$ cat src/rtl/seq_multiplier_4bit.sv
// 4x4 unsigned shift-and-add multiplier, 8-bit product.
// One adder_4bit step per RUN cycle; done strobes for one cycle.
module adder_4bit (
  input  logic [3:0] a,
  input  logic [3:0] b,
  input  logic       cin,
  output logic [3:0] s,
  output logic       cout
);
  assign {cout, s} = a + b + {4'b0, cin};
endmodule

module seq_multiplier_4bit (
  input  logic clk,
  input  logic rst_n,
  input  logic start,
  input  logic A0,
  input  logic A1,
  input  logic A2,
  input  logic A3,
  input  logic B0,
  input  logic B1,
  input  logic B2,
  input  logic B3,
  output logic P0,
  output logic P1,
  output logic P2,
  output logic P3,
  output logic P4,
  output logic P5,
  output logic P6,
  output logic P7,
  output logic busy,
  output logic done
);
  typedef enum logic [1:0] {
    IDLE = 2'd0,
    RUN  = 2'd1,
    DONE = 2'd2
  } state_t;

  state_t      state, nstate;
  logic [3:0]  m, q, acc;
  logic [1:0]  cnt;
  logic [7:0]  preg;
  logic [3:0]  a_v, b_v;
  logic [3:0]  add_b, sum;
  logic        cout;
  logic        load;
  logic [7:0]  shifted;

  assign a_v = {A3, A2, A1, A0};
  assign b_v = {B3, B2, B1, B0};

  assign add_b = q[0] ? m : 4'b0;

  adder_4bit u_add (
    .a    (acc),
    .b    (add_b),
    .cin  (1'b0),
    .s    (sum),
    .cout (cout)
  );

  assign shifted = {cout, sum, q[3:1]};

  // DONE accepts a new start so a held start issues every 5 cycles
  assign load = start && (state == IDLE || state == DONE);

  always_comb begin
    nstate = state;
    unique case (state)
      IDLE: if (start) nstate = RUN;
      RUN:  if (cnt == 2'd3) nstate = DONE;
      DONE: nstate = start ? RUN : IDLE;
      default: nstate = IDLE;
    endcase
  end

  always_ff @(posedge clk or negedge rst_n) begin
    if (!rst_n) begin
      state <= IDLE;
      m     <= '0;
      q     <= '0;
      acc   <= '0;
      cnt   <= '0;
      preg  <= '0;
    end else begin
      state <= nstate;
      if (load) begin
        m   <= a_v;
        q   <= b_v;
        acc <= '0;
        cnt <= '0;
      end else if (state == RUN) begin
        {acc, q} <= shifted;
        cnt      <= cnt + 2'd1;
        if (cnt == 2'd3) preg <= shifted;
      end
    end
  end

  assign {P7, P6, P5, P4, P3, P2, P1, P0} = preg;
  assign busy = (state != IDLE);
  assign done = (state == DONE);
endmodule

$ cat config.mk
export PLATFORM = sky130hd
export DESIGN_NAME = seq_multiplier_4bit
export DESIGN_NICKNAME = d
export VERILOG_FILES = /design/src/rtl/seq_multiplier_4bit.sv
export SDC_FILE = /design/constraint.sdc
export NUM_CORES = 1
export LEC_CHECK = 0
export ABC_AREA = 1
export BUFFER_PORTS_ARGS = -buffer_cell sky130_fd_sc_hd__buf_4
export CORE_UTILIZATION = 50
export DETAILED_ROUTE_END_ITERATION = 8
export PLACE_DENSITY = 0.73
export SLEW_MARGIN = 10
export SYNTH_ARGS = -nofsm -noshare
export SYNTH_HDL_FRONTEND = slang
export SYNTH_SLANG_ARGS = --single-unit
export TNS_END_PERCENT = 10
$ cat constraint.sdc
create_clock -name clk -period 2.3 [get_ports clk]
set_input_delay 0.345 -clock clk [delete_from_list [all_inputs] [get_ports clk]]
set_output_delay 0.345 -clock clk [all_outputs]
set_load 0.01 [all_outputs]
==> summary.txt, run 1 <==
=============================================================================
Cell repeated most along the worst path                          sky130_fd_sc_hd__nand2_1
Final core area utilization                                             63.0%
DRT antenna net count                                                       0
Worst path required time                                              2.56 ns
GRT Resource Usage Total                                                21.2%
Overflow left after global routing                                          0
Met2 Routed Length                                                    1.05 mm
Inserted Clock Buffers                                                      3
Min-Delay Path Class                                                   in2reg
Comb power frac                                                         45.2%
Area added between synthesis and finish                                 19.5%
Routed length on met3                                                   86 um
Cell variety after synth                                                   18
Detailed router's first-iteration violation count                          11
First-pass GRT wire length                                            3.95 mm
Placed wire-length estimate                                           1.59 mm
Worst setup path class                                                reg2reg
Fraction of layout instances using a drive strength above 1             23.7%
Leakage power total                                                  0.764 nW
Initial antenna violation count                                             0
Number of primary I/O pins                                                 21
Unrepaired setup endpoints after global routing                            no
Pin count of the biggest net entering global routing                       25
Final Cycle Share                                                       69.8%
Achievable Freq                                                       623 MHz
Tmin final                                                            1.61 ns
Number of synthesis warnings                                                0
Core box area                                                        2190 um2
Highest metal layer with signal wires                                    met4
Number of cells in the design after placement                             175
Worst-case headroom to the max-slew limit                               79.8%
Synthesized instance count                                                129
Inserted Diodes                                                             0
Post-CTS repair timing setup buffer count                                   0
Worst-path cell chain                                            nand2_1 -> inv_1 -> ha_1 -> inv_1 -> fa_1 -> o21ai_0 -> nand2_1 -> nand2_1
Syn nets                                                                  146
Clock-pin transition on the worst setup and hold timing paths         0.14 ns
Number of global-route vias before repair                                 909
Buffers on Ports                                                           20
Result of the run                                                   completed
Buffer depth of the longest clock path                                      2
Net count, final                                                          170
Final Skew                                                          0.0147 ns
Number of max-capacitance violations reported                               0
Yosys reg bits                                                             24
Mean cell area of the mapped netlist                                 8.95 um2
Area of the mapped netlist                                           1150 um2
Clock network fraction of design power                                  16.7%
Count of standard-cell rows                                                17
CP startpoint kind                                                   register
CTS sink count                                                             24
Clock insertion delay at the later pin of the skew report             0.33 ns
Switching power                                                        736 uW
Count of fill cells added during filler insertion                         212
Pwr per Cell Area                                                 1330 nW/um2
Routed wire length per instance                                       12.0 um
Initial Util                                                            52.7%
Level count of the clock H-tree                                             1
Portion of the post-synthesis area used by sequential elements          52.0%
Internal power                                                        1.09 mW
Total wire length after detailed routing                              2.17 mm
Highest net fanout along the worst path                                     5
CTS root buffer                                                  sky130_fd_sc_hd__clkbuf_4
Final total negative setup slack                                         0 ns
Element type at the critical path end                                register
Total die area                                                       2510 um2
Vertical die dimension                                                50.1 um
Number of non-filler instances in the completed layout                    180
Final-report hold violation count                                           0
Average vias per placed instance                                         5.09
M1 wire length                                                         986 um
Share of total power consumed by net switching                          40.2%
Sequential Power Share                                                  38.1%
TritonCTS clock tree                                                     done
Max-slew violation count                                                    0
Transition time at the pin with the least slew margin                0.304 ns
Slowest stage cell, crit path                                    sky130_fd_sc_hd__dfrtp_1
Most common cell after layout, fill and taps aside               sky130_fd_sc_hd__nand2_1
# DRC                                                                       0
Cells resized by post-CTS repair                                            0
Global placer's final weighted congestion                               0.769
Horizontal die dimension                                              50.1 um
Highest-count cells in the layout ignoring fill and taps         sky130_fd_sc_hd__nand2_1, sky130_fd_sc_hd__dfrtp_1, sky130_fd_sc_hd__buf_4
Final setup violating endpoints                                             0
Worst endpoint data arrival time                                      1.87 ns
Via count                                                                 916
First-pass detailed-route iteration total                                   4
Worst VDD drop                                                       0.661 mV
Smallest hold slack                                                  0.199 ns
Crit-path max cell delay                                              0.43 ns
=============================================================================
-- stage by stage --
step | area (um2) | setup slack, ns | power (mW)
final | 1380 | 0.694 | 1.83
after detailed placement | 1320 | 0.757 | 1.53
after floorplan | 1150 | 0.874 | 1.28
after CTS | 1380 | 0.704 | 1.84
after global routing | 1380 | 0.564 | 1.99
after global placement | 1320 | 0.812 | 1.50
-- state kept, by name, indices dropped and copies added, names as in the netlist --
register / count
cnt: 2
q: 4
state: 2
acc: 4
m: 4
preg: 8
-- metal layers --
| metal | up-vias | track usage, % |
|---|---|---|
| met5 | - | 0 |
| met4 | 0 | 14.3 |
| met3 | 7 | 3.09 |
| met2 | 28 | 32.7 |
| met1 | 429 | 27.2 |
| li1 | 452 | - |
-- repair_timing --
| action | 4_1_cts | 5_1_grt |
|---|---|---|
| hold buffers | 1 | 0 |
| endpoints found under the hold margin | 24 | 0 |
| setup endpoints to repair | 0 | 0 |
-- power groups by stage --
stage	clock, mW	sequential [mW]	combinational (mW)
6_report	0.306	0.698	0.827
5_1_grt	0.327	0.716	0.950
4_1_cts	0.312	0.696	0.833
3_5_place_dp	0	0.705	0.827
3_3_place_gp	0	0.701	0.794
2_1_floorplan	0	0.714	0.569
-- cell usage after synthesis, drive strengths merged --
| cell | count | area share [%] |
|---|---|---|
| dfrtp | 24 | 52 |
| nor2 | 2 | 0.65 |
| a21oi | 3 | 1.3 |
| o211ai | 2 | 1.3 |
| ha | 5 | 5.4 |
| inv | 18 | 6.3 |
| o21ai | 15 | 8.1 |
| xnor2 | 1 | 0.76 |
| buf | 2 | 2.0 |
| fa | 1 | 1.7 |
| nand3 | 5 | 2.2 |
| nand2 | 51 | 18 |
-- worst max-delay path: cells and delay by family (launching register included) --
kind                     cells  cell delay (ns)
AND/OR/NAND/NOR              3             0.20
AO/OA/AOI/OAI                1             0.25
buffers and inverters        2             0.11
adder cells (fa/ha/maj)      2             0.56
flip-flops                   1             0.43
-- kinds of logic after synthesis --
family          count (synthesis)  synth area share (%)
compound gates                 20                  10.7
buf+inv                        20                  8.23
fa+ha+maj                       6                  7.15
flops                          24                  52.0
simple gates                   58                  21.1
xor+xnor                        1                 0.759
-- final timing paths --
kind                                           from                  end  slack (ns)  cells after the start
worst min-delay path                             A0     m[0]$_DFFE_PN0P_        0.20                      3
min in group asynchronous                     rst_n  preg[0]$_DFFE_PN0P_        0.43                      2
worst max-delay path               q[0]$_DFFE_PN0P_   acc[3]$_DFFE_PN0P_        0.69                      8
worst min register to register  preg[5]$_DFFE_PN0P_  preg[5]$_DFFE_PN0P_        0.49                      2
worst max register to register     q[0]$_DFFE_PN0P_   acc[3]$_DFFE_PN0P_        0.69                      8
max in group asynchronous                     rst_n   acc[2]$_DFFE_PN0P_        1.62                      2
-- cell type report --
| class | count | area [um2] | area share, % |
|---|---|---|---|
| flip-flops and latches | 24 | 601 | 43.5 |
| clock buffers | 3 | 22.5 | 1.63 |
| multi-input cells | 85 | 459 | 33.3 |
| inverters | 18 | 72.6 | 5.26 |
| clock inverters | 1 | 30.0 | 2.18 |
| repair buffers | 21 | 160 | 11.6 |
| well taps | 28 | 35.0 | 2.54 |
Note: power is estimated with default switching activity, not from simulation.
==> run 2: changes to the inputs <==
Clock period 2.3 ns to 1.5 ns, I/O delays scaled along.
==> run 2 against run 1 <==
Compared with the run above:
- sequential share of layout area is 0.93 points lower
- utilization is 1.4 points higher
- largest cell class unchanged
- sequential power is 53% higher
- highest routed layer unchanged
- count of clock-buffer cells in the layout is 1 higher
==> summary.txt, run 2 (same netlist as run 1, synthesis figures left out) <==
==================================================================================
Core box area                                                             2190 um2
Number of cells on the worst hold path                                           3
Pin count of the biggest net entering global routing                            25
Final Skew                                                              0.00962 ns
Worst VDD drop                                                             1.20 mV
DRT antenna net count                                                            0
CTS sink count                                                                  24
Clock insertion delay at the later pin of the skew report                  0.31 ns
CP startpoint kind                                                        register
First-pass detailed-route iteration total                                        4
Leakage power total                                                       0.769 nW
Tmin final                                                                 1.50 ns
Routed wire length per instance                                            12.2 um
Flip-flop count of the largest register, all copies and words added              8
Cell repeated most along the worst path                               sky130_fd_sc_hd__nand2_1
Via count                                                                      917
Overflow left after global routing                                               0
Slowest stage cell, crit path                                         sky130_fd_sc_hd__dfrtp_1
Worst-path cell chain                                                 buf_4 -> nand2_1 -> inv_1 -> ha_1 -> a21oi_2 -> o21ai_2 -> nand2_1 -> nand2_1
Clock-pin transition on the worst setup and hold timing paths              0.13 ns
GRT Resource Usage Total                                                     19.1%
Area added between synthesis and finish                                      22.1%
Post-CTS repair timing setup buffer count                                        0
First-pass GRT wire length                                                 3.68 mm
Fraction of layout instances using a drive strength above 1                  30.1%
Number of primary I/O pins                                                      21
Total die area                                                            2510 um2
Unrepaired setup endpoints after global routing                                yes
Count of fill cells added during filler insertion                              195
Result of the run                                                        completed
Total wire length after detailed routing                                   2.20 mm
Inserted Clock Buffers                                                           3
Average vias per placed instance                                              5.07
Worst setup path class                                                     reg2reg
Number of max-capacitance violations reported                                    0
Achievable Freq                                                            668 MHz
Initial Util                                                                 52.7%
TritonCTS clock tree                                                          done
Most common cell after layout, fill and taps aside                    sky130_fd_sc_hd__nand2_1
Buffers on Ports                                                                20
Worst path required time                                                   1.70 ns
Buffer depth of the longest clock path                                           2
Final core area utilization                                                  64.4%
Final-report hold violation count                                                0
Register with the most flip-flops                                             preg
Count of standard-cell rows                                                     17
Highest net fanout along the worst path                                          4
Highest-count cells in the layout ignoring fill and taps              sky130_fd_sc_hd__nand2_1, sky130_fd_sc_hd__dfrtp_1, sky130_fd_sc_hd__buf_4
Initial antenna violation count                                                  0
Worst-case headroom to the max-slew limit                                    79.7%
Number of global-route vias before repair                                      896
Worst endpoint data arrival time                                           1.70 ns
Placed standard-cell area                                                 1330 um2
Depth of the most critical reg-to-reg path                                       8
Final total negative setup slack                                              0 ns
Horizontal die dimension                                                   50.1 um
Vertical die dimension                                                     50.1 um
Area taken by flip-flops and latches                                       601 um2
CTS root buffer                                                       sky130_fd_sc_hd__clkbuf_4
Level count of the clock H-tree                                                  1
Global placer's final weighted congestion                                    0.742
Transition time at the pin with the least slew margin                     0.304 ns
Net count, final                                                               171
Crit-path max cell delay                                                   0.42 ns
Placed wire-length estimate                                                1.57 mm
# DRC                                                                            0
Total non-filler cell area in the finished layout                         1410 um2
Detailed router's first-iteration violation count                               23
Final setup violating endpoints                                                  0
Max-slew violation count                                                         0
Pwr per Cell Area                                                      1970 nW/um2
Inserted Diodes                                                                  0
Area taken by multi-input logic gates                                      498 um2
Element type at the critical path end                                     register
Min-Delay Path Class                                                        in2reg
Final Cycle Share                                                            99.7%
==================================================================================
[run 2: metrics by stage]
stage | worst slack (ns) | cells | hold slack [ns] | power [mW]
2_1_floorplan | 0.0736 | 129 | -0.0706 | 1.97
3_3_place_gp | 0.0474 | 176 | 0.136 | 2.31
3_5_place_dp | -0.0202 | 176 | 0.139 | 2.36
4_1_cts | -0.0201 | 181 | 0.0984 | 2.69
5_1_grt | -0.0362 | 181 | 0.0945 | 3.00
6_report | 0.00381 | 181 | 0.0949 | 2.78
[run 2: power breakdown]
part           internal, mW  leakage (nW)  switching (mW)
clock                 0.148        0.0210           0.189
combinational         0.565         0.445           0.807
sequential            0.917         0.303           0.151
[run 2: worst max-delay path, delay by kind of cell (launching register included)]
family	cells	cell delay, ns
and+or+nand+nor	3	0.18
AOI/OAI and AO/OA	2	0.29
adders and majority gates	1	0.32
DFF	1	0.42
buffers and inverters	2	0.19
[run 2: final timing paths]
kind,start,to,slack [ns]
worst max-delay path,q[0]$_DFFE_PN0P_,acc[3]$_DFFE_PN0P_,0.004
max in group asynchronous,rst_n,preg[6]$_DFFE_PN0P_,0.93
worst min-delay path,A0,m[0]$_DFFE_PN0P_,0.09
worst min register to register,preg[6]$_DFFE_PN0P_,preg[6]$_DFFE_PN0P_,0.49
min in group asynchronous,rst_n,preg[2]$_DFFE_PN0P_,0.33
worst max register to register,q[0]$_DFFE_PN0P_,acc[3]$_DFFE_PN0P_,0.004
[run 2: per-layer routing]
metal	share of wire [%]	routed length [um]	track usage (%)	vias up
li1	-	-	-	454
met4	1.1	25	9.52	0
met3	4.3	95	3.09	4
met1	47	1030	25.1	432
met2	48	1050	30.2	27
met5	0	0	0	-
[run 2: what timing repair did]
action,CTS,global route
pin swaps,0,2
setup endpoints to repair,3,7
hold buffers,1,0
gates resized for setup,1,12
gates cloned,0,0
endpoints found under the hold margin,24,0
[run 2: area by class of cell]
| class | instances | share of cell area [%] |
|---|---|---|
| Sequential cell | 24 | 42.6 |
| Multi-Input combinational cell | 85 | 35.3 |
| Timing Repair Buffer | 22 | 11.9 |
| Inverter | 18 | 5.15 |
| Clock buffer | 4 | 2.57 |
| Tap cell | 28 | 2.48 |
==> run 3: changes to the inputs <==
Settings changed: CORE_UTILIZATION 50 to 45, PLACE_DENSITY 0.73 to 0.67.
==> run 3 against run 2 <==
Compared with the run above:
- the run now ends with setup timing left
- die area is 11% higher
- total power is 1.5% higher
- via count is 0.98% lower
- non-clock buffer count stayed put
- worst setup slack worse by 0.0095 ns
- sequential cell count stayed put
- sequential power hardly changed
- utilization is 3.3 points lower
- critical endpoint is now acc[1]$_DFFE_PN0P_
- highest routed layer unchanged
==> summary.txt, run 3 (same netlist as run 1, synthesis figures left out) <==
==================================================================================
Count of standard-cell rows                                                     17
CTS sink count                                                                  24
Final core area utilization                                                  61.0%
Final-report hold violation count                                                0
Buffers on Ports                                                                20
Met3 usage in global routing                                                 2.90%
First-pass detailed-route iteration total                                        4
First-pass GRT wire length                                                 4.00 mm
Number of global-route vias before repair                                      956
Number of non-filler instances in the completed layout                         181
Number of max-capacitance violations reported                                    0
Placed wire-length estimate                                                1.69 mm
Clock-pin transition on the worst setup and hold timing paths              0.13 ns
CTS root buffer                                                       sky130_fd_sc_hd__clkbuf_4
Inserted Diodes                                                                  0
Layer with the highest usage                                                  met2
Overflow left after global routing                                               0
Net count, final                                                               171
CP startpoint kind                                                        register
Transition time at the pin with the least slew margin                     0.301 ns
# DRC                                                                            0
Number of cells in the design after placement                                  176
Via count                                                                      908
Inserted Clock Buffers                                                           3
TritonCTS clock tree                                                          done
DRT antenna net count                                                            0
Met1 Usage GRT                                                               24.8%
Placed standard-cell area                                                 1330 um2
Cell repeated most along the worst path                               sky130_fd_sc_hd__nand2_1
Total non-filler cell area in the finished layout                         1420 um2
GRT Resource Usage Total                                                     19.5%
Vertical die dimension                                                     52.7 um
Setup Slack @ Placement                                                 -0.0346 ns
Fraction of layout instances using a drive strength above 1                  30.7%
Area added between synthesis and finish                                      22.5%
Max-slew violation count                                                         0
Final Skew                                                              0.00348 ns
Crit-path max cell delay                                                   0.39 ns
Tmin final                                                                 1.51 ns
Element type at the critical path end                                     register
Leakage power total                                                       0.770 nW
Final setup violating endpoints                                                  1
Worst VDD drop                                                             1.36 mV
Total die area                                                            2770 um2
Achievable Freq                                                            664 MHz
Worst endpoint data arrival time                                           1.71 ns
Result of the run                                                     complete, but fails checks
Initial antenna violation count                                                  0
Most common cell after layout, fill and taps aside                    sky130_fd_sc_hd__nand2_1
Number of primary I/O pins                                                      21
Clock insertion delay at the later pin of the skew report                  0.30 ns
Worst path required time                                                   1.71 ns
Pin count of the biggest net entering global routing                            25
Buffer depth of the longest clock path                                           2
Detailed router's first-iteration violation count                               24
Highest-count cells in the layout ignoring fill and taps              sky130_fd_sc_hd__nand2_1, sky130_fd_sc_hd__dfrtp_1, sky130_fd_sc_hd__buf_4
Routed wire length per instance                                            12.8 um
Horizontal die dimension                                                   52.7 um
Count of fill cells added during filler insertion                              202
Core box area                                                             2320 um2
Register with the most flip-flops                                             preg
Violations in the final reports                                       setup timing
Global Route met2 Usage                                                      33.1%
Pwr per Cell Area                                                      1990 nW/um2
Unrepaired setup endpoints after global routing                                yes
Final Cycle Share                                                             100%
Min-Delay Path Class                                                        in2reg
Total wire length after detailed routing                                   2.32 mm
Worst setup path class                                                     reg2reg
Slowest stage cell, crit path                                         sky130_fd_sc_hd__dfrtp_1
Worst-case headroom to the max-slew limit                                    79.9%
Highest net fanout along the worst path                                          3
Average vias per placed instance                                              5.02
Worst-path cell chain                                                 nand2_1 -> inv_1 -> ha_2 -> inv_2 -> fa_2 -> xnor2_2 -> nand2_1 -> o21ai_1
Flip-flop count of the largest register, all copies and words added              8
Initial Util                                                                 49.8%
Level count of the clock H-tree                                                  1
Least setup slack across all paths after layout                        -0.00574 ns
Post-CTS repair timing setup buffer count                                        0
Total power draw                                                           2.82 mW
Global placer's final weighted congestion                                    0.738
==================================================================================
## run 3: area by class of cell
class	count	area, um2	area share (%)
timing repair buffer	22	168	11.8
sequential	24	601	42.4
multi-input combinational	85	503	35.5
tap	28	35.0	2.48
clock buffer	4	36.3	2.56
inverter	18	72.6	5.13
## run 3: repair_timing
item                                    CTS  global route
endpoints found under the setup margin    5             8
endpoints found under the hold margin    24             0
hold buffers                              1             0
gates resized for setup                   2            11
pin swaps                                 1             8
## run 3: per-layer routing
layer / share of wire [%] / up-vias
met4: 1.3 / 0
met1: 47 / 416
li1: - / 453
met2: 49 / 31
met3: 3.5 / 8
met5: 0 / -
## run 3: metrics by stage
stage,hold WS [ns],setup TNS [ns]
finish,0.101,-0.00574
global route,0.103,-0.551
CTS,0.0977,0
detailed placement,0.138,-0.0379
global placement,0.137,0
floorplan,-0.0706,0
## run 3: power by group
part	total [mW]	switching [mW]	internal (mW)
Clock	0.337	0.189	0.148
Combinational	1.41	0.836	0.575
Sequential	1.07	0.156	0.918
## run 3: final timing paths
path,cells after the start,startpoint,to,slack [ns]
setup / recovery,8,q[0]$_DFFE_PN0P_,acc[1]$_DFFE_PN0P_,-0.006
min in group asynchronous,2,rst_n,q[3]$_DFFE_PN0P_,0.34
hold reg to reg,1,cnt[0]$_DFFE_PN0P_,cnt[0]$_DFFE_PN0P_,0.49
hold / removal,3,A2,m[2]$_DFFE_PN0P_,0.10
max in group asynchronous,2,rst_n,state[0]$_DFFE_PN0P_,0.94
setup reg to reg,8,q[0]$_DFFE_PN0P_,acc[1]$_DFFE_PN0P_,-0.006
## run 3: worst max-delay path: cells and delay by family (launching register included)
kind	cells	cell delay, ns
buffers and inverters	2	0.10
XOR/XNOR	1	0.15
adder cells (fa/ha/maj)	2	0.58
AND/OR/NAND/NOR	2	0.14
flip-flops	1	0.39
AO/OA/AOI/OAI	1	0.06
